### config.mk
export PLATFORM = sky130hd
export DESIGN_NAME = mux_scan_n
export DESIGN_NICKNAME = d
export VERILOG_FILES = /design/src/rtl/mux_pkg.sv /design/src/rtl/scan_timer.sv /design/src/rtl/mux_scan_n.sv
export SDC_FILE = /design/constraint.sdc
export NUM_CORES = 1
export LEC_CHECK = 0
export ABC_AREA = 1
export CORE_AREA = 2 2 39 41
export DETAILED_ROUTE_END_ITERATION = 8
export DIE_AREA = 0 0 41 43
export PLACE_DENSITY_LB_ADDON = 0.08
export RECOVER_POWER = 50
export SETUP_SLACK_MARGIN = 0.2
export SLEW_MARGIN = 10
export SYNTH_ARGS = -nofsm -noshare
export SYNTH_HDL_FRONTEND = slang
export SYNTH_SLANG_ARGS = --single-unit
### constraint.sdc
create_clock -name clk -period 1.5 [get_ports clk]
set_clock_uncertainty 0.2 [all_clocks]
set_input_delay 0.15 -clock clk [delete_from_list [all_inputs] [get_ports clk]]
set_output_delay 0.15 -clock clk [all_outputs]
set_load 0.02 [all_outputs]
### src/rtl/mux_pkg.sv
// Shared constants and helpers for the gates/mux library.
// Mode encodings plus a clog2 that never collapses to a zero-width vector.
package mux_pkg;

  localparam logic MODE_MANUAL = 1'b0;
  localparam logic MODE_SCAN   = 1'b1;

  function automatic int unsigned clog2_min1(input int unsigned n);
    return (n <= 1) ? 1 : $clog2(n);
  endfunction

endpackage

### src/rtl/scan_timer.sv
// Dwell timer for scan mode: counts enabled edges and ticks on the last
// cycle of each dwell period. clr forces the count back to zero.
module scan_timer
  import mux_pkg::*;
#(
  parameter int unsigned DWELL = 4
) (
  input  logic clk,
  input  logic rst_n,
  input  logic en_i,
  input  logic clr_i,
  output logic tick_o
);

  localparam int unsigned CntW = clog2_min1(DWELL);
  localparam logic [CntW-1:0] CntLast = CntW'(DWELL - 1);

  logic [CntW-1:0] cnt_q, cnt_d;

  always_comb begin
    cnt_d = cnt_q;
    if (en_i) begin
      if (clr_i || (cnt_q == CntLast)) cnt_d = '0;
      else                             cnt_d = cnt_q + 1'b1;
    end
  end

  always_ff @(posedge clk or negedge rst_n) begin
    if (!rst_n) cnt_q <= '0;
    else        cnt_q <= cnt_d;
  end

  assign tick_o = en_i && (cnt_q == CntLast);

endmodule

### src/rtl/mux_scan_n.sv
// N-channel registered multiplexer with manual select and round-robin scan.
// scan_ch tracks the manual select so a switch to scan resumes from it.
module mux_scan_n
  import mux_pkg::*;
#(
  parameter int unsigned WIDTH    = 1,
  parameter int unsigned CHANNELS = 4,
  parameter int unsigned DWELL    = 4,
  localparam int unsigned SEL_W   = clog2_min1(CHANNELS)
) (
  input  logic                      clk,
  input  logic                      rst_n,
  input  logic                      en_i,
  input  logic                      mode_i,
  input  logic [SEL_W-1:0]          sel_i,
  input  logic [CHANNELS*WIDTH-1:0] d_i,
  output logic [WIDTH-1:0]          y_o,
  output logic [SEL_W-1:0]          ch_o,
  output logic                      valid_o,
  output logic                      wrap_o
);

  localparam logic [SEL_W-1:0] LastCh = SEL_W'(CHANNELS - 1);

  logic [WIDTH-1:0] y_q, y_d;
  logic [SEL_W-1:0] ch_q, ch_d;
  logic [SEL_W-1:0] scan_ch_q, scan_ch_d;
  logic             valid_q, valid_d;
  logic             wrap_q, wrap_d;
  logic             tick;
  logic             sel_legal;
  logic [WIDTH-1:0] man_data, scan_data;

  scan_timer #(
    .DWELL (DWELL)
  ) u_scan_timer (
    .clk    (clk),
    .rst_n  (rst_n),
    .en_i   (en_i),
    .clr_i  (mode_i == MODE_MANUAL),
    .tick_o (tick)
  );

  assign sel_legal = (32'(sel_i) < CHANNELS);

  // Out-of-range selects fall through to zero.
  always_comb begin
    man_data  = '0;
    scan_data = '0;
    for (int unsigned k = 0; k < CHANNELS; k++) begin
      if (sel_i == SEL_W'(k))     man_data  = d_i[k*WIDTH +: WIDTH];
      if (scan_ch_q == SEL_W'(k)) scan_data = d_i[k*WIDTH +: WIDTH];
    end
  end

  always_comb begin
    y_d       = y_q;
    ch_d      = ch_q;
    scan_ch_d = scan_ch_q;
    valid_d   = 1'b0;
    wrap_d    = 1'b0;
    if (en_i) begin
      if (mode_i == MODE_MANUAL) begin
        y_d       = man_data;
        ch_d      = sel_i;
        valid_d   = sel_legal;
        scan_ch_d = sel_legal ? sel_i : '0;
      end else begin
        y_d     = scan_data;
        ch_d    = scan_ch_q;
        valid_d = 1'b1;
        if (tick) begin
          scan_ch_d = (scan_ch_q == LastCh) ? '0 : scan_ch_q + 1'b1;
          wrap_d    = (scan_ch_q == LastCh);
        end
      end
    end
  end

  always_ff @(posedge clk or negedge rst_n) begin
    if (!rst_n) begin
      y_q       <= '0;
      ch_q      <= '0;
      scan_ch_q <= '0;
      valid_q   <= 1'b0;
      wrap_q    <= 1'b0;
    end else begin
      y_q       <= y_d;
      ch_q      <= ch_d;
      scan_ch_q <= scan_ch_d;
      valid_q   <= valid_d;
      wrap_q    <= wrap_d;
    end
  end

  assign y_o     = y_q;
  assign ch_o    = ch_q;
  assign valid_o = valid_q;
  assign wrap_o  = wrap_q;

endmodule

==> impl_metrics.prom, run 1 <==
# TYPE chip_impl_metric gauge
chip_impl_metric{name="io-pin-count",unit=""} 15
chip_impl_info{name="crit_chain",value="inv_2, ha_1, a21oi_2, nand2_1, nand2_1, nand2_1, nand2_1, nand2_1"} 1
chip_impl_info{name="yosysMostFrequentCell",value="sky130_fd_sc_hd__nand2_1"} 1
chip_impl_metric{name="crit_path_max_incr_delay",unit="ns"} 0.41
chip_impl_metric{name="ctsLongestPathBuffers",unit=""} 2
chip_impl_metric{name="power_per_cell_area",unit="nW/um^2"} 1012
chip_impl_info{name="synth_top_area_cell",value="sky130_fd_sc_hd__dfrtp_1"} 1
chip_impl_metric{name="nNetsFinal",unit=""} 103
chip_impl_info{name="synth_commonest_cells",value="sky130_fd_sc_hd__nand2_1 (24), sky130_fd_sc_hd__dfrtp_1 (9), sky130_fd_sc_hd__inv_1 (7), sky130_fd_sc_hd__ha_1 (5), sky130_fd_sc_hd__nand3_1 (5)"} 1
chip_impl_metric{name="yosys_warnings",unit=""} 0
chip_impl_info{name="reg2reg_to",value="y_o$_DFFE_PN0P_"} 1
chip_impl_metric{name="routed_via_density",unit=""} 4.757
chip_impl_metric{name="core.rowCount",unit=""} 14
chip_impl_metric{name="post_route_cells_drive_above_1_share",unit=""} 0.2069
chip_impl_metric{name="first_global_vias",unit=""} 464
chip_impl_metric{name="fillers",unit=""} 131
chip_impl_metric{name="synth_enable_flop_cells",unit=""} 0
chip_impl_metric{name="antenna_found_initial",unit=""} 0
chip_impl_metric{name="placed_area",unit="um^2"} 684.4
chip_impl_metric{name="placeableCoreArea",unit="um^2"} 1384
chip_impl_metric{name="wire_per_inst",unit="um"} 11.25
chip_impl_metric{name="arrival_time_at_the_worst_endpoint",unit="ns"} 1.34
chip_impl_metric{name="timing.final.crit_period",unit="ns"} 1.389
chip_impl_info{name="clock_tree.root_cell",value="sky130_fd_sc_hd__clkbuf_4"} 1
chip_impl_metric{name="clock_slew_seen_by_the_registers_of_the_worst_setup_and_hold_paths",unit="ns"} 0.06
chip_impl_metric{name="number_of_cts_inserted_buffers",unit=""} 3
chip_impl_metric{name="largest_net_degree_at_the_start_of_global_routing",unit=""} 10
chip_impl_metric{name="maxCapViolCount",unit=""} 0
chip_impl_metric{name="synth.cell_area",unit="um^2"} 516.7
chip_impl_metric{name="critPathBufInv",unit=""} 1
chip_impl_metric{name="timing.setup.tns",unit="ns"} 0
chip_impl_metric{name="netlist.area_leader.share",unit=""} 0.4358
chip_impl_metric{name="diodes",unit=""} 0
chip_impl_metric{name="worstSkewPairLatency",unit="ns"} 0.26
chip_impl_metric{name="globalRouteOverflowTotal",unit=""} 0
chip_impl_metric{name="die_height",unit="um"} 43
chip_impl_info{name="synthFlopType",value="sky130_fd_sc_hd__dfrtp_1"} 1
chip_impl_metric{name="timing.final.setup_violations",unit=""} 0
chip_impl_metric{name="maxClockFrequency",unit="GHz"} 0.7198
chip_impl_info{name="cp_top_family",value="flip-flops"} 1
chip_impl_metric{name="timing.final.crit_share",unit=""} 0.9262
chip_impl_metric{name="yosys_register_bits",unit=""} 9
chip_impl_metric{name="dr_total_vias",unit=""} 490
chip_impl_info{name="run_status",value="finished, final reports clean"} 1
chip_impl_metric{name="final_hold_viol_count",unit=""} 0
chip_impl_metric{name="die_w",unit="um"} 41
chip_impl_metric{name="area_delta_synth_final",unit="%"} 45.52
chip_impl_metric{name="async_flop_share",unit=""} 1.000
chip_impl_metric{name="dp.final_hpwl",unit="um"} 810.1
chip_impl_metric{name="layout.core_utilization",unit=""} 0.5434
chip_impl_info{name="critical_path.reg2reg.startpoint",value="scan_ch_q[0]$_DFFE_PN0P_"} 1
chip_impl_metric{name="detail_route.drc_violations",unit=""} 0
chip_impl_info{name="path_common_cell",value="sky130_fd_sc_hd__nand2_1"} 1
chip_impl_metric{name="start_util",unit=""} 0.3734
chip_impl_metric{name="data_required_time_at_the_worst_endpoint",unit="ns"} 1.45
chip_impl_metric{name="layout.area.seq",unit="um^2"} 225.2
chip_impl_metric{name="detail_route.wirelength",unit="mm"} 1.159
chip_impl_metric{name="synth_cell_type_count",unit=""} 15
chip_impl_metric{name="synth.net_count",unit=""} 80
chip_impl_info{name="timing.critical_path.from_type",value="register"} 1
chip_impl_metric{name="post-route-cell-area",unit="um^2"} 752.0
chip_impl_metric{name="slew_headroom",unit=""} 0.7319
chip_impl_metric{name="dr.pass1.iters",unit=""} 4
chip_impl_metric{name="cellLeakagePower",unit="nW"} 0.3697
chip_impl_info{name="rsz0062_at_grt",value="true"} 1
chip_impl_metric{name="port_buffers",unit=""} 14
chip_impl_metric{name="seq_area_frac_synth",unit=""} 0.4358
chip_impl_metric{name="critical_path.max_fanout",unit=""} 4
chip_impl_info{name="crit_type",value="reg -> reg"} 1
chip_impl_metric{name="multi_input_comb_area",unit="um^2"} 281.5
chip_impl_metric{name="clkSinkCount",unit=""} 9
chip_impl_metric{name="detail-route-antenna-nets",unit=""} 0
chip_impl_metric{name="detail_route.iter0.violations",unit=""} 5
chip_impl_metric{name="cts-htree-levels",unit=""} 1
chip_impl_metric{name="timing_max_transition_violations_final",unit=""} 0
chip_impl_metric{name="ir_drop_worst_vdd",unit="mV"} 0.5997
chip_impl_info{name="critical_path.slowest_cell",value="sky130_fd_sc_hd__dfrtp_1"} 1
chip_impl_metric{name="syn_inst",unit=""} 65
chip_impl_info{name="tritoncts",value="built"} 1
chip_impl_metric{name="rrSetupSlack",unit="ns"} 0.11
chip_impl_metric{name="finalWeightedCongestion",unit=""} 0.8144
chip_impl_info{name="yosys-top-cells-area",value="sky130_fd_sc_hd__dfrtp_1 (44%), sky130_fd_sc_hd__nand2_1 (17%), sky130_fd_sc_hd__ha_1 (12%)"} 1
chip_impl_metric{name="reg2reg_depth",unit=""} 8
chip_impl_info{name="hold_class",value="in -> async"} 1
chip_impl_metric{name="timing_worst_slew_pin_value",unit="ns"} 0.4008
chip_impl_metric{name="global_route.usage.total",unit=""} 0.1517
chip_impl_info{name="worst_setup_path_end_kind",value="register"} 1
chip_impl_metric{name="die-area",unit="um^2"} 1763
chip_impl_metric{name="syn_avg_cell_area",unit="um^2"} 7.950
chip_impl_metric{name="grt_first_pass_wirelength",unit="mm"} 1.731
==> layer usage <==
| layer | share of wire | vias to the layer above | GRT usage |
|---|---|---|---|
| met5 | 0 | - | 0 |
| met4 | 0.013 | 0 | 0.1400 |
| met3 | 0.052 | 2 | 0.01571 |
| met2 | 0.49 | 12 | 0.2188 |
| met1 | 0.44 | 217 | 0.1852 |
| li1 | - | 259 | - |
==> worst max-delay path by stage <==
| stage | from | to | cells past startpoint | slack (ns) |
|---|---|---|---|---|
| global route | scan_ch_q[0]$_DFFE_PN0P_ | y_o$_DFFE_PN0P_ | 8 | 0.02 |
| finish | scan_ch_q[0]$_DFFE_PN0P_ | y_o$_DFFE_PN0P_ | 8 | 0.11 |
| global placement | en_i | scan_ch_q[1]$_DFFE_PN0P_ | 5 | 0.09 |
| CTS | scan_ch_q[0]$_DFFE_PN0P_ | y_o$_DFFE_PN0P_ | 8 | 0.13 |
| detailed placement | mode_i | scan_ch_q[1]$_DFFE_PN0P_ | 6 | 0.06 |
| floorplan | scan_ch_q[0]$_DFFE_PN0P_ | y_o$_DFFE_PN0P_ | 10 | 0.21 |
==> where the power goes <==
part | internal, W | total (W) | switching [W] | leakage, nW
clock network | 0.000102 | 0.000183 | 0.0000807 | 0.0150
registers | 0.000277 | 0.000306 | 0.0000288 | 0.112
logic | 0.000130 | 0.000272 | 0.000142 | 0.243
total | 0.000510 | 0.000761 | 0.000251 | 0.370
==> cell type report <==
class | count | area share
clock buffers | 4 | 0.03494
inverters | 9 | 0.04493
multi-input cells | 47 | 0.3744
flip-flops and latches | 9 | 0.2995
well taps | 16 | 0.02662
repair buffers | 18 | 0.2196
==> registers in the layout, summed over array words and instances, names as in the netlist <==
register,flops
y_o,1
ch_o,2
scan_ch_q,2
valid_o,1
wrap_o,1
u_scan_timer.cnt_q,2
==> layout by cell type, fill, tap and decap left out, types with 2 or more instances in the layout <==
master / netlist / layout
sky130_fd_sc_hd__nor2_1: 2 / 2
sky130_fd_sc_hd__clkdlybuf4s15_1: 0 / 4
sky130_fd_sc_hd__nand3_1: 5 / 5
sky130_fd_sc_hd__clkbuf_4: 0 / 3
sky130_fd_sc_hd__o21ai_0: 3 / 3
sky130_fd_sc_hd__inv_1: 7 / 6
sky130_fd_sc_hd__ha_2: 0 / 3
sky130_fd_sc_hd__dlygate4sd3_1: 0 / 2
sky130_fd_sc_hd__buf_4: 0 / 4
sky130_fd_sc_hd__nand2_1: 24 / 24
sky130_fd_sc_hd__inv_2: 2 / 3
sky130_fd_sc_hd__dfrtp_1: 9 / 9
sky130_fd_sc_hd__clkdlybuf4s50_1: 0 / 7
==> kinds of logic after synthesis <==
logic type                 Yosys count  share of synthesized area
AOI/OAI and AO/OA                    8                    0.09202
adders and majority gates            5                     0.1211
buffers and inverters                9                    0.06539
DFF                                  9                     0.4358
and+or+nand+nor                     34                     0.2857
==> stage by stage <==
| stage | hold WS, ns | instances | total power [W] | setup slack, ns |
|---|---|---|---|---|
| floorplan | -0.3456 | 65 | 0.0004397 | 0.2072 |
| global placement | 0.2661 | 96 | 0.0005358 | 0.08648 |
| detailed placement | 0.2723 | 96 | 0.0005360 | 0.05621 |
| CTS | 0.2439 | 103 | 0.0007408 | 0.1341 |
| global route | 0.09107 | 103 | 0.0008204 | 0.01690 |
| finish | 0.05290 | 103 | 0.0007607 | 0.1107 |
==> worst register-to-register path, stage by stage, from the launching register on <==
cell and delay [ns]:
sky130_fd_sc_hd__dfrtp_1 0.41, sky130_fd_sc_hd__inv_2 0.09, sky130_fd_sc_hd__ha_1 0.23, sky130_fd_sc_hd__a21oi_2 0.12, sky130_fd_sc_hd__nand2_1 0.06, sky130_fd_sc_hd__nand2_1 0.05, sky130_fd_sc_hd__nand2_1 0.04, sky130_fd_sc_hd__nand2_1 0.05
sky130_fd_sc_hd__nand2_1 0.04
==> repair_timing <==
item                                    4_1_cts  5_1_grt
setup buffers                                 2        1
resized for setup                            11        7
hold endpoints to repair                      9        0
hold buffers                                  1        0
endpoints found under the setup margin        8       16
pin swaps                                     0        2
Power figures use the tool's default switching activity.
==> inputs of run 2 (changes only) <==
--- a/config.mk
+++ b/config.mk
@@ -7,6 +7,7 @@
 export LEC_CHECK = 0
 export ABC_AREA = 1
 export CORE_AREA = 2 2 39 41
+export CTS_CLUSTER_SIZE = 25
 export DETAILED_ROUTE_END_ITERATION = 8
 export DIE_AREA = 0 0 41 43
 export PLACE_DENSITY_LB_ADDON = 0.08
==> constraint.sdc (replaced) <==
create_clock -name clk -period 1.3 [get_ports clk]
set_clock_uncertainty 0.2 [all_clocks]
set_input_delay 0.13 -clock clk [delete_from_list [all_inputs] [get_ports clk]]
set_output_delay 0.13 -clock clk [all_outputs]
set_load 0.02 [all_outputs]
==> impl_metrics.prom, run 2 (synthesis results as in run 1) <==
# TYPE chip_impl_metric gauge
chip_impl_info{name="rsz0062_at_grt",value="true"} 1
chip_impl_metric{name="clkSinkCount",unit=""} 9
chip_impl_metric{name="design_power_total",unit="W"} 0.001049
chip_impl_info{name="crit_type",value="reg -> reg"} 1
chip_impl_metric{name="detail_route.drc_violations",unit=""} 0
chip_impl_info{name="commonest_non_fill_non_tap_cell_in_the_layout",value="sky130_fd_sc_hd__nand2_1"} 1
chip_impl_info{name="worst_setup_path_end_kind",value="register"} 1
chip_impl_metric{name="wire_per_inst",unit="um"} 11.61
chip_impl_metric{name="number_of_cts_inserted_buffers",unit=""} 3
chip_impl_metric{name="cts-htree-levels",unit=""} 1
chip_impl_metric{name="cellLeakagePower",unit="nW"} 0.4417
chip_impl_metric{name="clock_slew_seen_by_the_registers_of_the_worst_setup_and_hold_paths",unit="ns"} 0.06
chip_impl_metric{name="first_global_vias",unit=""} 515
chip_impl_metric{name="timing.final.setup_violations",unit=""} 1
chip_impl_metric{name="final_hold_viol_count",unit=""} 0
chip_impl_metric{name="placed_area",unit="um^2"} 762.0
chip_impl_metric{name="routed_via_density",unit=""} 4.791
chip_impl_info{name="timing.critical_path.from_type",value="register"} 1
chip_impl_metric{name="die-area",unit="um^2"} 1763
chip_impl_metric{name="largest_net_degree_at_the_start_of_global_routing",unit=""} 10
chip_impl_info{name="clock_tree.root_cell",value="sky130_fd_sc_hd__clkbuf_4"} 1
chip_impl_info{name="tritoncts",value="built"} 1
chip_impl_metric{name="area_delta_synth_final",unit="%"} 77.72
chip_impl_info{name="commonest_cells_after_routing_fill_and_taps_aside",value="sky130_fd_sc_hd__nand2_1 (22), sky130_fd_sc_hd__buf_4 (15), sky130_fd_sc_hd__dfrtp_1 (7), sky130_fd_sc_hd__clkdlybuf4s50_1 (7), sky130_fd_sc_hd__buf_6 (6)"} 1
chip_impl_metric{name="finalWeightedCongestion",unit=""} 0.7710
chip_impl_metric{name="die_height",unit="um"} 43
chip_impl_metric{name="fin_ws",unit="ns"} -0.08325
chip_impl_metric{name="dp.final_hpwl",unit="um"} 913.1
chip_impl_metric{name="timing_max_transition_violations_final",unit=""} 0
chip_impl_metric{name="die_w",unit="um"} 41
chip_impl_metric{name="pre_cts_slack",unit="ns"} -0.09279
chip_impl_metric{name="port_buffers",unit=""} 14
chip_impl_metric{name="critical_path.max_fanout",unit=""} 4
chip_impl_metric{name="detail_route.iter0.violations",unit=""} 12
chip_impl_metric{name="data_required_time_at_the_worst_endpoint",unit="ns"} 1.26
chip_impl_metric{name="io-pin-count",unit=""} 15
chip_impl_metric{name="maxCapViolCount",unit=""} 0
chip_impl_metric{name="detail-route-antenna-nets",unit=""} 0
chip_impl_metric{name="fillers",unit=""} 115
chip_impl_metric{name="power_per_cell_area",unit="nW/um^2"} 1143
chip_impl_metric{name="timing.final.crit_share",unit=""} 1.064
chip_impl_info{name="run_status",value="finished, violations left"} 1
chip_impl_metric{name="dr_total_vias",unit=""} 551
chip_impl_metric{name="post_route_cells_drive_above_1_share",unit=""} 0.4242
chip_impl_metric{name="maxClockFrequency",unit="GHz"} 0.7229
chip_impl_metric{name="timing_worst_slew_pin_value",unit="ns"} 0.4168
chip_impl_metric{name="slew_headroom",unit=""} 0.7212
chip_impl_metric{name="worstSkewPairLatency",unit="ns"} 0.26
chip_impl_metric{name="core.rowCount",unit=""} 14
chip_impl_info{name="hold_class",value="in -> async"} 1
chip_impl_info{name="violations",value="setup timing"} 1
chip_impl_metric{name="start_util",unit=""} 0.3734
chip_impl_metric{name="post-route-cell-area",unit="um^2"} 918.4
chip_impl_metric{name="ctsLongestPathBuffers",unit=""} 2
chip_impl_metric{name="diodes",unit=""} 0
chip_impl_metric{name="dr.pass1.iters",unit=""} 4
chip_impl_metric{name="grt_first_pass_wirelength",unit="mm"} 2.132
chip_impl_metric{name="globalRouteOverflowTotal",unit=""} 0
chip_impl_metric{name="global_route.usage.total",unit=""} 0.1801
chip_impl_metric{name="detail_route.wirelength",unit="mm"} 1.335
chip_impl_metric{name="timing.final.crit_period",unit="ns"} 1.383
chip_impl_metric{name="hold_slack",unit="ns"} 0.03251
chip_impl_metric{name="ir_drop_worst_vdd",unit="mV"} 0.6901
chip_impl_metric{name="placeableCoreArea",unit="um^2"} 1384
chip_impl_metric{name="antenna_found_initial",unit=""} 0
chip_impl_metric{name="nNetsFinal",unit=""} 115
chip_impl_metric{name="arrival_time_at_the_worst_endpoint",unit="ns"} 1.34
-- run 2: worst max-delay path: stages, from the launching register on --
cell and delay [ns]:
sky130_fd_sc_hd__dfrtp_2 0.44, sky130_fd_sc_hd__inv_4 0.07, sky130_fd_sc_hd__ha_4 0.15, sky130_fd_sc_hd__nand2_1 0.05
sky130_fd_sc_hd__nand2_1 0.05, sky130_fd_sc_hd__nand3_1 0.06, sky130_fd_sc_hd__nand2_1 0.06, sky130_fd_sc_hd__nand2_1 0.05
sky130_fd_sc_hd__nand2_1 0.05, sky130_fd_sc_hd__nand2_1 0.06, sky130_fd_sc_hd__nand2_1 0.05
-- run 2: worst paths after layout --
kind,from,end,slack [ns],cells after the start
min,rst_n,y_o$_DFFE_PN0P_,0.03,1
max reg2reg,scan_ch_q[0]$_DFFE_PN0P_,y_o$_DFFE_PN0P_,-0.08,10
max in group asynchronous,rst_n,scan_ch_q[0]$_DFFE_PN0P_,0.55,1
max,scan_ch_q[0]$_DFFE_PN0P_,y_o$_DFFE_PN0P_,-0.08,10
min in group clk,y_o$_DFFE_PN0P_,y_o$_DFFE_PN0P_,0.31,2
min reg2reg,y_o$_DFFE_PN0P_,y_o$_DFFE_PN0P_,0.31,2
-- run 2: final cells by class --
type	instances	area (um^2)	share of cell area
timing repair buffer	30	270.3	0.2943
tap	16	20.02	0.02180
sequential	9	227.7	0.2480
clock buffer	4	26.28	0.02861
inverter	9	38.79	0.04223
multi-input combinational	47	335.3	0.3651
-- run 2: power by group --
group,internal (W),leakage (nW),switching [W]
logic,0.000255,0.317,0.000197
clock network,0.000119,0.0150,0.000103
registers,0.000323,0.110,0.0000531
-- run 2: through the flow --
stage,TNS (ns),util,cells
detailed placement,-0.2874,0.5506,104
CTS,-0.06781,0.6230,114
global route,-0.3358,0.6637,115
global placement,-0.2561,0.5506,104
finish,-0.08325,0.6637,115
floorplan,0,-,65
-- run 2: per-layer routing --
layer | vias to the layer above | wire [um] | track usage
met5 | - | 0 | 0
li1 | 279 | - | -
met4 | 0 | 17 | 0.08000
met2 | 13 | 687 | 0.2906
met1 | 257 | 580 | 0.2215
met3 | 2 | 50 | 0.03141
-- run 2: what timing repair did --
item	4_1_cts	5_1_grt
pin swaps	3	9
buffers inserted	6	1
gates resized for setup	35	12
setup endpoints to repair	11	13
endpoints found under the hold margin	9	0
==> inputs of run 3 (changes only) <==
--- a/config.mk
+++ b/config.mk
@@ -10,6 +10,7 @@
 export CTS_CLUSTER_SIZE = 25
 export DETAILED_ROUTE_END_ITERATION = 8
 export DIE_AREA = 0 0 41 43
+export GPL_TIMING_DRIVEN = 0
 export PLACE_DENSITY_LB_ADDON = 0.08
 export RECOVER_POWER = 50
 export SETUP_SLACK_MARGIN = 0.2
==> impl_metrics.prom, run 3 (synthesis results as in run 1) <==
# TYPE chip_impl_metric gauge
chip_impl_info{name="run_status",value="finished, violations left"} 1
chip_impl_info{name="violations",value="setup timing"} 1
chip_impl_metric{name="placeableCoreArea",unit="um^2"} 1384
chip_impl_metric{name="total_switching_power",unit="W"} 0.0003244
chip_impl_metric{name="placed_area",unit="um^2"} 694.4
chip_impl_metric{name="dr_total_vias",unit=""} 510
chip_impl_metric{name="detail-route-antenna-nets",unit=""} 0
chip_impl_metric{name="clkSinkCount",unit=""} 9
chip_impl_metric{name="detail_route.iter0.violations",unit=""} 3
chip_impl_metric{name="layout.core_utilization",unit=""} 0.6157
chip_impl_metric{name="number_of_placed_cells_counting_well_taps",unit=""} 95
chip_impl_metric{name="maxCapViolCount",unit=""} 0
chip_impl_info{name="crit_type",value="reg -> reg"} 1
chip_impl_metric{name="seqPwrFrac",unit=""} 0.381
chip_impl_metric{name="ir_drop_worst_vdd",unit="mV"} 0.8121
chip_impl_metric{name="wire_per_inst",unit="um"} 11.22
chip_impl_metric{name="power.switching_fraction",unit=""} 0.3339
chip_impl_info{name="timing.critical_path.from_type",value="register"} 1
chip_impl_metric{name="die_w",unit="um"} 41
chip_impl_metric{name="timing.final.crit_period",unit="ns"} 1.393
chip_impl_metric{name="nNetsFinal",unit=""} 107
chip_impl_metric{name="cellLeakagePower",unit="nW"} 0.4193
chip_impl_info{name="commonest_non_fill_non_tap_cell_in_the_layout",value="sky130_fd_sc_hd__nand2_1"} 1
chip_impl_metric{name="dp.final_hpwl",unit="um"} 827.8
chip_impl_metric{name="layout.area.seq",unit="um^2"} 227.7
chip_impl_metric{name="power_report.internal_total",unit="W"} 0.0006473
chip_impl_metric{name="die-area",unit="um^2"} 1763
chip_impl_metric{name="fin_ws",unit="ns"} -0.09262
chip_impl_info{name="clock_tree.root_cell",value="sky130_fd_sc_hd__clkbuf_4"} 1
chip_impl_metric{name="timing.final.setup_violations",unit=""} 2
chip_impl_metric{name="port_buffers",unit=""} 14
chip_impl_metric{name="globalRouteOverflowTotal",unit=""} 0
chip_impl_metric{name="number_of_cts_inserted_buffers",unit=""} 3
chip_impl_metric{name="grt_first_pass_wirelength",unit="mm"} 1.959
chip_impl_metric{name="final_hold_viol_count",unit=""} 0
chip_impl_metric{name="timing.final.crit_share",unit=""} 1.071
chip_impl_metric{name="timing.setup.tns",unit="ns"} -0.1242
chip_impl_metric{name="io-pin-count",unit=""} 15
chip_impl_metric{name="post_route_cells_drive_above_1_share",unit=""} 0.3516
chip_impl_metric{name="global_route.usage.total",unit=""} 0.1694
chip_impl_metric{name="comb_power_share",unit=""} 0.402
chip_impl_info{name="worst_setup_path_end_kind",value="register"} 1
chip_impl_metric{name="largest_net_degree_at_the_start_of_global_routing",unit=""} 10
chip_impl_metric{name="antenna_found_initial",unit=""} 0
chip_impl_info{name="commonest_cells_after_routing_fill_and_taps_aside",value="sky130_fd_sc_hd__nand2_1 (23), sky130_fd_sc_hd__dfrtp_1 (7), sky130_fd_sc_hd__buf_6 (7)"} 1
chip_impl_metric{name="die_height",unit="um"} 43
chip_impl_metric{name="area_delta_synth_final",unit="%"} 64.89
chip_impl_metric{name="fillers",unit=""} 129
chip_impl_metric{name="worstSkewPairLatency",unit="ns"} 0.25
chip_impl_metric{name="multi_input_comb_area",unit="um^2"} 317.8
chip_impl_metric{name="routed_via_density",unit=""} 4.766
chip_impl_metric{name="timing_worst_slew_pin_value",unit="ns"} 0.4104
chip_impl_info{name="tritoncts",value="built"} 1
chip_impl_metric{name="pre_cts_slack",unit="ns"} -0.1680
chip_impl_metric{name="finalWeightedCongestion",unit=""} 0.7253
chip_impl_info{name="hold_class",value="in -> reg"} 1
chip_impl_metric{name="layoutNonFillerInstCount",unit=""} 107
chip_impl_metric{name="cts-htree-levels",unit=""} 1
chip_impl_metric{name="post-route-cell-area",unit="um^2"} 852.1
chip_impl_metric{name="clock_power_share",unit=""} 0.217
chip_impl_metric{name="detail_route.drc_violations",unit=""} 0
chip_impl_metric{name="slew_headroom",unit=""} 0.7255
chip_impl_metric{name="dr.pass1.iters",unit=""} 4
chip_impl_metric{name="diodes",unit=""} 0
chip_impl_metric{name="first_global_vias",unit=""} 500
chip_impl_metric{name="clock_slew_seen_by_the_registers_of_the_worst_setup_and_hold_paths",unit="ns"} 0.06
chip_impl_metric{name="start_util",unit=""} 0.3734
chip_impl_metric{name="power_per_cell_area",unit="nW/um^2"} 1140
chip_impl_metric{name="core.rowCount",unit=""} 14
chip_impl_metric{name="maxClockFrequency",unit="GHz"} 0.7181
chip_impl_metric{name="data_required_time_at_the_worst_endpoint",unit="ns"} 1.24
chip_impl_metric{name="arrival_time_at_the_worst_endpoint",unit="ns"} 1.34
chip_impl_info{name="rsz0062_at_grt",value="true"} 1
chip_impl_metric{name="detail_route.wirelength",unit="mm"} 1.201
chip_impl_metric{name="timing_max_transition_violations_final",unit=""} 0
chip_impl_metric{name="ctsLongestPathBuffers",unit=""} 2
chip_impl_metric{name="critical_path.max_fanout",unit=""} 4
[run 3: through the flow]
step / hold slack [ns] / total power (W)
global route: 0.05137 / 0.001041
floorplan: -0.3656 / 0.0005178
global placement: 0.2578 / 0.0006254
detailed placement: 0.2537 / 0.0006299
finish: 0.01438 / 0.0009718
CTS: -0.01931 / 0.0008966
[run 3: power by group through the flow]
| stage | combinational (W) | clock (W) | sequential, W |
|---|---|---|---|
| after CTS | 0.000319 | 0.000222 | 0.000355 |
| after global placement | 0.000268 | 0 | 0.000358 |
| after detailed placement | 0.000271 | 0 | 0.000358 |
| final | 0.000391 | 0.000211 | 0.000370 |
| after global routing | 0.000436 | 0.000229 | 0.000375 |
| after floorplan | 0.000141 | 0 | 0.000377 |
[run 3: critical path, cell delays in order, from the launching register on]
cell,delay (ns)
sky130_fd_sc_hd__dfrtp_2,0.45
sky130_fd_sc_hd__ha_2,0.24
sky130_fd_sc_hd__a21oi_2,0.11
sky130_fd_sc_hd__nand2_1,0.07
sky130_fd_sc_hd__nand2_1,0.05
sky130_fd_sc_hd__nand2_1,0.05
sky130_fd_sc_hd__nand2_1,0.06
sky130_fd_sc_hd__nand2_1,0.05
[run 3: final timing paths]
kind,start,end,slack [ns],depth (start not counted)
max,scan_ch_q[1]$_DFFE_PN0P_,y_o$_DFFE_PN0P_,-0.09,7
min,mode_i,scan_ch_q[1]$_DFFE_PN0P_,0.01,3
max reg2reg,scan_ch_q[1]$_DFFE_PN0P_,y_o$_DFFE_PN0P_,-0.09,7
min reg2reg,u_scan_timer.cnt_q[1]$_DFFE_PN0P_,u_scan_timer.cnt_q[1]$_DFFE_PN0P_,0.29,2
max in group asynchronous,rst_n,scan_ch_q[0]$_DFFE_PN0P_,0.55,1
min in group asynchronous,rst_n,wrap_o$_DFF_PN0_,0.04,1
[run 3: layer usage]
metal | GRT usage | wire [um]
met1 | 0.2034 | 523
met4 | 0.1400 | 24
met5 | 0 | 0
met2 | 0.2563 | 589
met3 | 0.01571 | 64
[run 3: layout make-up]
cell class / count / share of cell area
inverters: 9 / 0.04552
well taps: 16 / 0.02349
flip-flops and latches: 9 / 0.2673
multi-input cells: 47 / 0.3730
clock buffers: 4 / 0.03084
repair buffers: 22 / 0.2599
[run 3: timing repair]
action	in CTS	in global routing
cloned	0	0
setup endpoints to repair	9	13
endpoints found under the hold margin	9	10
setup buffers	4	3
gates resized for setup	32	14
pin swaps	4	5
==> RTL change 1 (flow settings as in run 2) <==
Put one more register stage on the output `ch_o`, cleared by the reset. The value now appears one clock later. The other outputs are not delayed to match.
--- a/src/rtl/mux_scan_n.sv
+++ b/src/rtl/mux_scan_n.sv
@@ -94,7 +94,13 @@
   end
 
   assign y_o     = y_q;
-  assign ch_o    = ch_q;
+  always_ff @(posedge clk or negedge rst_n) begin
+    if (!rst_n) begin
+      ch_o <= '0;
+    end else begin
+      ch_o <= ch_q;
+    end
+  end
   assign valid_o = valid_q;
   assign wrap_o  = wrap_q;
 
Behaviour: not the same (a bounded check fails within 4 cycles, from zero or initial values and one cycle with rst_n low).
==> RTL change 1 against run 2 <==
The run still ends with negative setup slack left; via count grew 6.4%; first-iteration DRC count down 42%; routed wire length increased by 3.4%; sequential cell count is 2 higher; clock power is 2% higher; cell area grew 6.1%; synthesized area rose by 9.9%; worst setup slack worse by 47 ps; cell count up 2.6%; power is 7.8% higher; critical path type unchanged; critical endpoint is now ch_q[1].
==> RTL change 1: results (changes against run 2) <==
Mapped Nets 82 (+2.5%); Final Setup Violations 4 (+3); synthesized instance count 67 (+3.1%); Worst VDD drop 0.6121 mV (-11%); Synth Area in Compound Gates 0.1013 (+0.009312); largest net degree at the start of global routing 12 (+2); arrival time at the worst endpoint 1410 ps (+70 ps); final worst setup slack -130.1 ps (-46.81 ps); failing checks negative setup slack; post-route design area 974.7 um2 (+6.1%); placed instance count 106 (+1.9%); Seq/Total Area, Yosys 0.4846 (+0.04875); drt initial violations 7 (-5); Buffers on Ports 14 (unchanged); fraction of layout cells with a size suffix above 1 0.4020 (-0.02228); final instance count without filler cells 118 (+2.6%); outcome finished with violations; Root Buffer clkbuf_4; Post-Synth Adder-Cell Area 0.1101 (-0.01093); final setup TNS -307.4 ps (-224.1 ps); vias in the first global route 559 (+8.5%); via-per-instance ratio 4.966 (+3.6%); Slew headroom 0.8237 (+0.1024); Area contributors post-synth dfrtp_1 48%, nand2_1 15%, ha_1 11%; P_leak 0.4624 nW (+4.7%); dpl ws -98.42 ps (-5.634 ps); initial antenna violation count 0 (unchanged); Post-synth top cells 22 x nand2_1, 11 x dfrtp_1, 7 x inv_1; first-pass GRT wire length 2.235 mm (+4.8%); routed len/inst 11.69 um (+0.74%); HPWL Detailed 986.5 um (+8.0%); placed instance area 808.3 um2 (+6.1%); drt first pass iters 5 (+1); GPL Wtd Cong 0.8175 (+6.0%)
RTL change 1: timing repair:
action / in CTS / in global routing
setup buffers: 3 / 4
hold endpoints to repair: 11 / 0
gates resized for setup: 36 / 11
hold buffers: 1 / 0
setup endpoints to repair: 9 / 18
pin swaps: 3 / 4
RTL change 1: critical path, stage by stage (launching register included):
cell	delay (ps)
dfrtp_2	430
inv_2	90
buf_4	130
buf_4	110
buf_4	120
buf_4	130
o221ai_2	140
RTL change 1: layer usage:
| layer | GRT usage | up-vias | wire length (um) |
|---|---|---|---|
| li1 | - | 286 | - |
| met2 | 0.2969 | 25 | 699 |
| met3 | 0.03141 | 6 | 63 |
| met1 | 0.2204 | 269 | 577 |
| met4 | 0.1000 | 0 | 40 |
| met5 | 0 | - | 0 |
RTL change 1: report_power, final:
part | total (mW) | switching, mW | internal, mW
clock network | 0.226 | 0.108 | 0.118
registers | 0.449 | 0.0549 | 0.394
logic | 0.456 | 0.200 | 0.255
RTL change 1: area by class of cell:
cell class	count	area, um2
Fill cell	115	409.1
Inverter	9	36.28
Clock buffer	4	26.28
Sequential cell	11	277.8
Multi-Input combinational cell	47	336.6
Tap cell	16	20.02
Timing Repair Buffer	31	277.8
RTL change 1: worst paths after layout:
check | from | end | slack, ps | cells after the start
worst max-delay path | scan_ch_q[1] | ch_q[1] | -130 | 6
worst min-delay path | ch_q[0] | ch_o[0] | 180 | 0
worst max register to register | scan_ch_q[1] | ch_q[1] | -130 | 6
worst min register to register | ch_q[0] | ch_o[0] | 180 | 0
max in group asynchronous | rst_n | scan_ch_q[0] | 120 | 3
min in group asynchronous | rst_n | u_scan_timer.cnt_q[0] | 540 | 3
==> RTL change 2 (config.mk and constraints of run 2) <==
Without the edit above. `DWELL` is set to 4 in 2 places; all go to 2.
--- a/src/rtl/scan_timer.sv
+++ b/src/rtl/scan_timer.sv
@@ -3,7 +3,7 @@
 module scan_timer
   import mux_pkg::*;
 #(
-  parameter int unsigned DWELL = 4
+  parameter int unsigned DWELL = 2
 ) (
   input  logic clk,
   input  logic rst_n,
--- a/src/rtl/mux_scan_n.sv
+++ b/src/rtl/mux_scan_n.sv
@@ -5,7 +5,7 @@
 #(
   parameter int unsigned WIDTH    = 1,
   parameter int unsigned CHANNELS = 4,
-  parameter int unsigned DWELL    = 4,
+  parameter int unsigned DWELL    = 2,
   localparam int unsigned SEL_W   = clog2_min1(CHANNELS)
 ) (
   input  logic                      clk,
Function: changed (Yosys sat finds a counterexample within 4 cycles, from zero or initial values and one cycle with rst_n low).
==> RTL change 2 against run 2 <==
The flow still finishes with violations (negative setup slack); routed wire length down 12%; sequential power fell by 12%; worst setup slack improved by 19 ps; maximum frequency up 1.4%; critical endpoint unchanged; synthesized area shrank 10%; power decreased by 12%; sequential cell count fell by 1; critical path type unchanged; via count decreased by 15%; non-clock buffer count decreased by 5; cell area is 10% lower; highest routed layer unchanged.
==> RTL change 2: results (changes against run 2) <==
GPL Wtd Cong 0.7767 (+0.74%); Hold WS 29.25 ps (-3.259 ps); post-synthesis mux area share 0 (unchanged); Synth Area in Compound Gates 0.1216 (+0.02961); R2R depth 7 (-3); dpl ws -114.9 ps (-22.14 ps); routed len/inst 11.47 um (-1.2%); arrival time at the worst endpoint 1310 ps (-30 ps); fraction of layout cells with a size suffix above 1 0.3953 (-0.02889); P_leak 0.3874 nW (-12%); HPWL Detailed 820.1 um (-10%); Total Wirelength 1.170 mm (-12%); syn avg cell area 7.982 um2 (+0.40%); FF-to-FF setup slack -60 ps (+20 ps); Post-synth top cells 19 x nand2_1, 8 x dfrtp_1, 8 x inv_1; residual DRC count 0 (unchanged); Worst VDD drop 0.6203 mV (-10%); Global Route Usage Sum 0.1558 (-0.02426); Seq/Total Area, Yosys 0.4324 (-0.003403); drt initial violations 5 (-7); Root Buffer clkbuf_4; failing checks negative setup slack; Layout Nets 102 (-11%); Slew headroom 0.7510 (+0.02979); placed instance count 95 (-8.7%); final worst setup slack -64.28 ps (+18.97 ps); Fillers 122 (+6.1%); outcome finished with violations; Area contributors post-synth dfrtp_1 43%, nand2_1 15%, ha_1 11%; vias in the first global route 455 (-12%); Mapped Nets 72 (-10%); synth unique cells 13 (-2); initial antenna violation count 0 (unchanged); Post-Synth Adder-Cell Area 0.1081 (-0.01296); first-pass GRT wire length 1.759 mm (-17%); DR vias 469 (-15%); largest net degree at the start of global routing 9 (-1); Final Setup Violations 2 (+1); worst flop-to-flop path startpoint scan_ch_q[0]; Buffers on Ports 14 (unchanged)
## RTL change 2: critical path, stage by stage (launching register included)
cell	delay, ps
dfrtp_2	450
ha_2	210
a21oi_1	120
nand2_1	70
nand2_1	60
nand2_1	50
nand2_1	50
nand2_1	40
## RTL change 2: logic make-up (layout without fill, tap and decap cells)
kind of cell               count (synthesis)  in the layout
DFF                                        8              8
and+or+nand+nor                           29             29
AOI/OAI and AO/OA                          7              7
buffers and inverters                     10             38
adders and majority gates                  4              4
## RTL change 2: what timing repair did
item	CTS	global route
pin swaps	1	3
resized for setup	29	16
setup endpoints to repair	9	11
endpoints found under the hold margin	8	8
buffers inserted	1	3
## RTL change 2: worst max-delay path by stage
| stage | start | endpoint | slack, ps |
|---|---|---|---|
| after CTS | scan_ch_q[1] | y_o | -80 |
| after detailed placement | en_i | scan_ch_q[0] | -110 |
| after global placement | en_i | scan_ch_q[0] | -100 |
| after global routing | scan_ch_q[0] | y_o | -150 |
| final | scan_ch_q[0] | y_o | -60 |
| after floorplan | scan_ch_q[0] | y_o | 30 |
## RTL change 2: per-stage QoR
step | instance area [um2] | setup TNS [ps] | util
2_1_floorplan | 470.5 | 0 | -
3_3_place_gp | 695.7 | -478.9 | 0.5027
3_5_place_dp | 695.7 | -510.0 | 0.5027
4_1_cts | 732.0 | -94.83 | 0.5289
5_1_grt | 822.0 | -255.9 | 0.5940
6_report | 822.0 | -65.01 | 0.5940
## RTL change 2: layer usage
layer | GRT usage | routed length [um] | vias up
met5 | 0 | 0 | -
met4 | 0.1200 | 23 | 0
met3 | 0.03141 | 41 | 4
met2 | 0.2563 | 629 | 10
met1 | 0.1582 | 476 | 213
li1 | - | - | 242
## RTL change 2: cell type report
type,instances,share of cell area
Multi-Input combinational cell,40,0.3425
Inverter,10,0.05175
Clock buffer,3,0.02740
Timing Repair Buffer,25,0.3075
Tap cell,16,0.02435
Sequential cell,8,0.2466
## RTL change 2: power breakdown
part           internal, mW  switching, mW  leakage, nW
Sequential            0.288         0.0424       0.0949
Clock                 0.105         0.0785       0.0138
Combinational         0.226          0.188        0.279
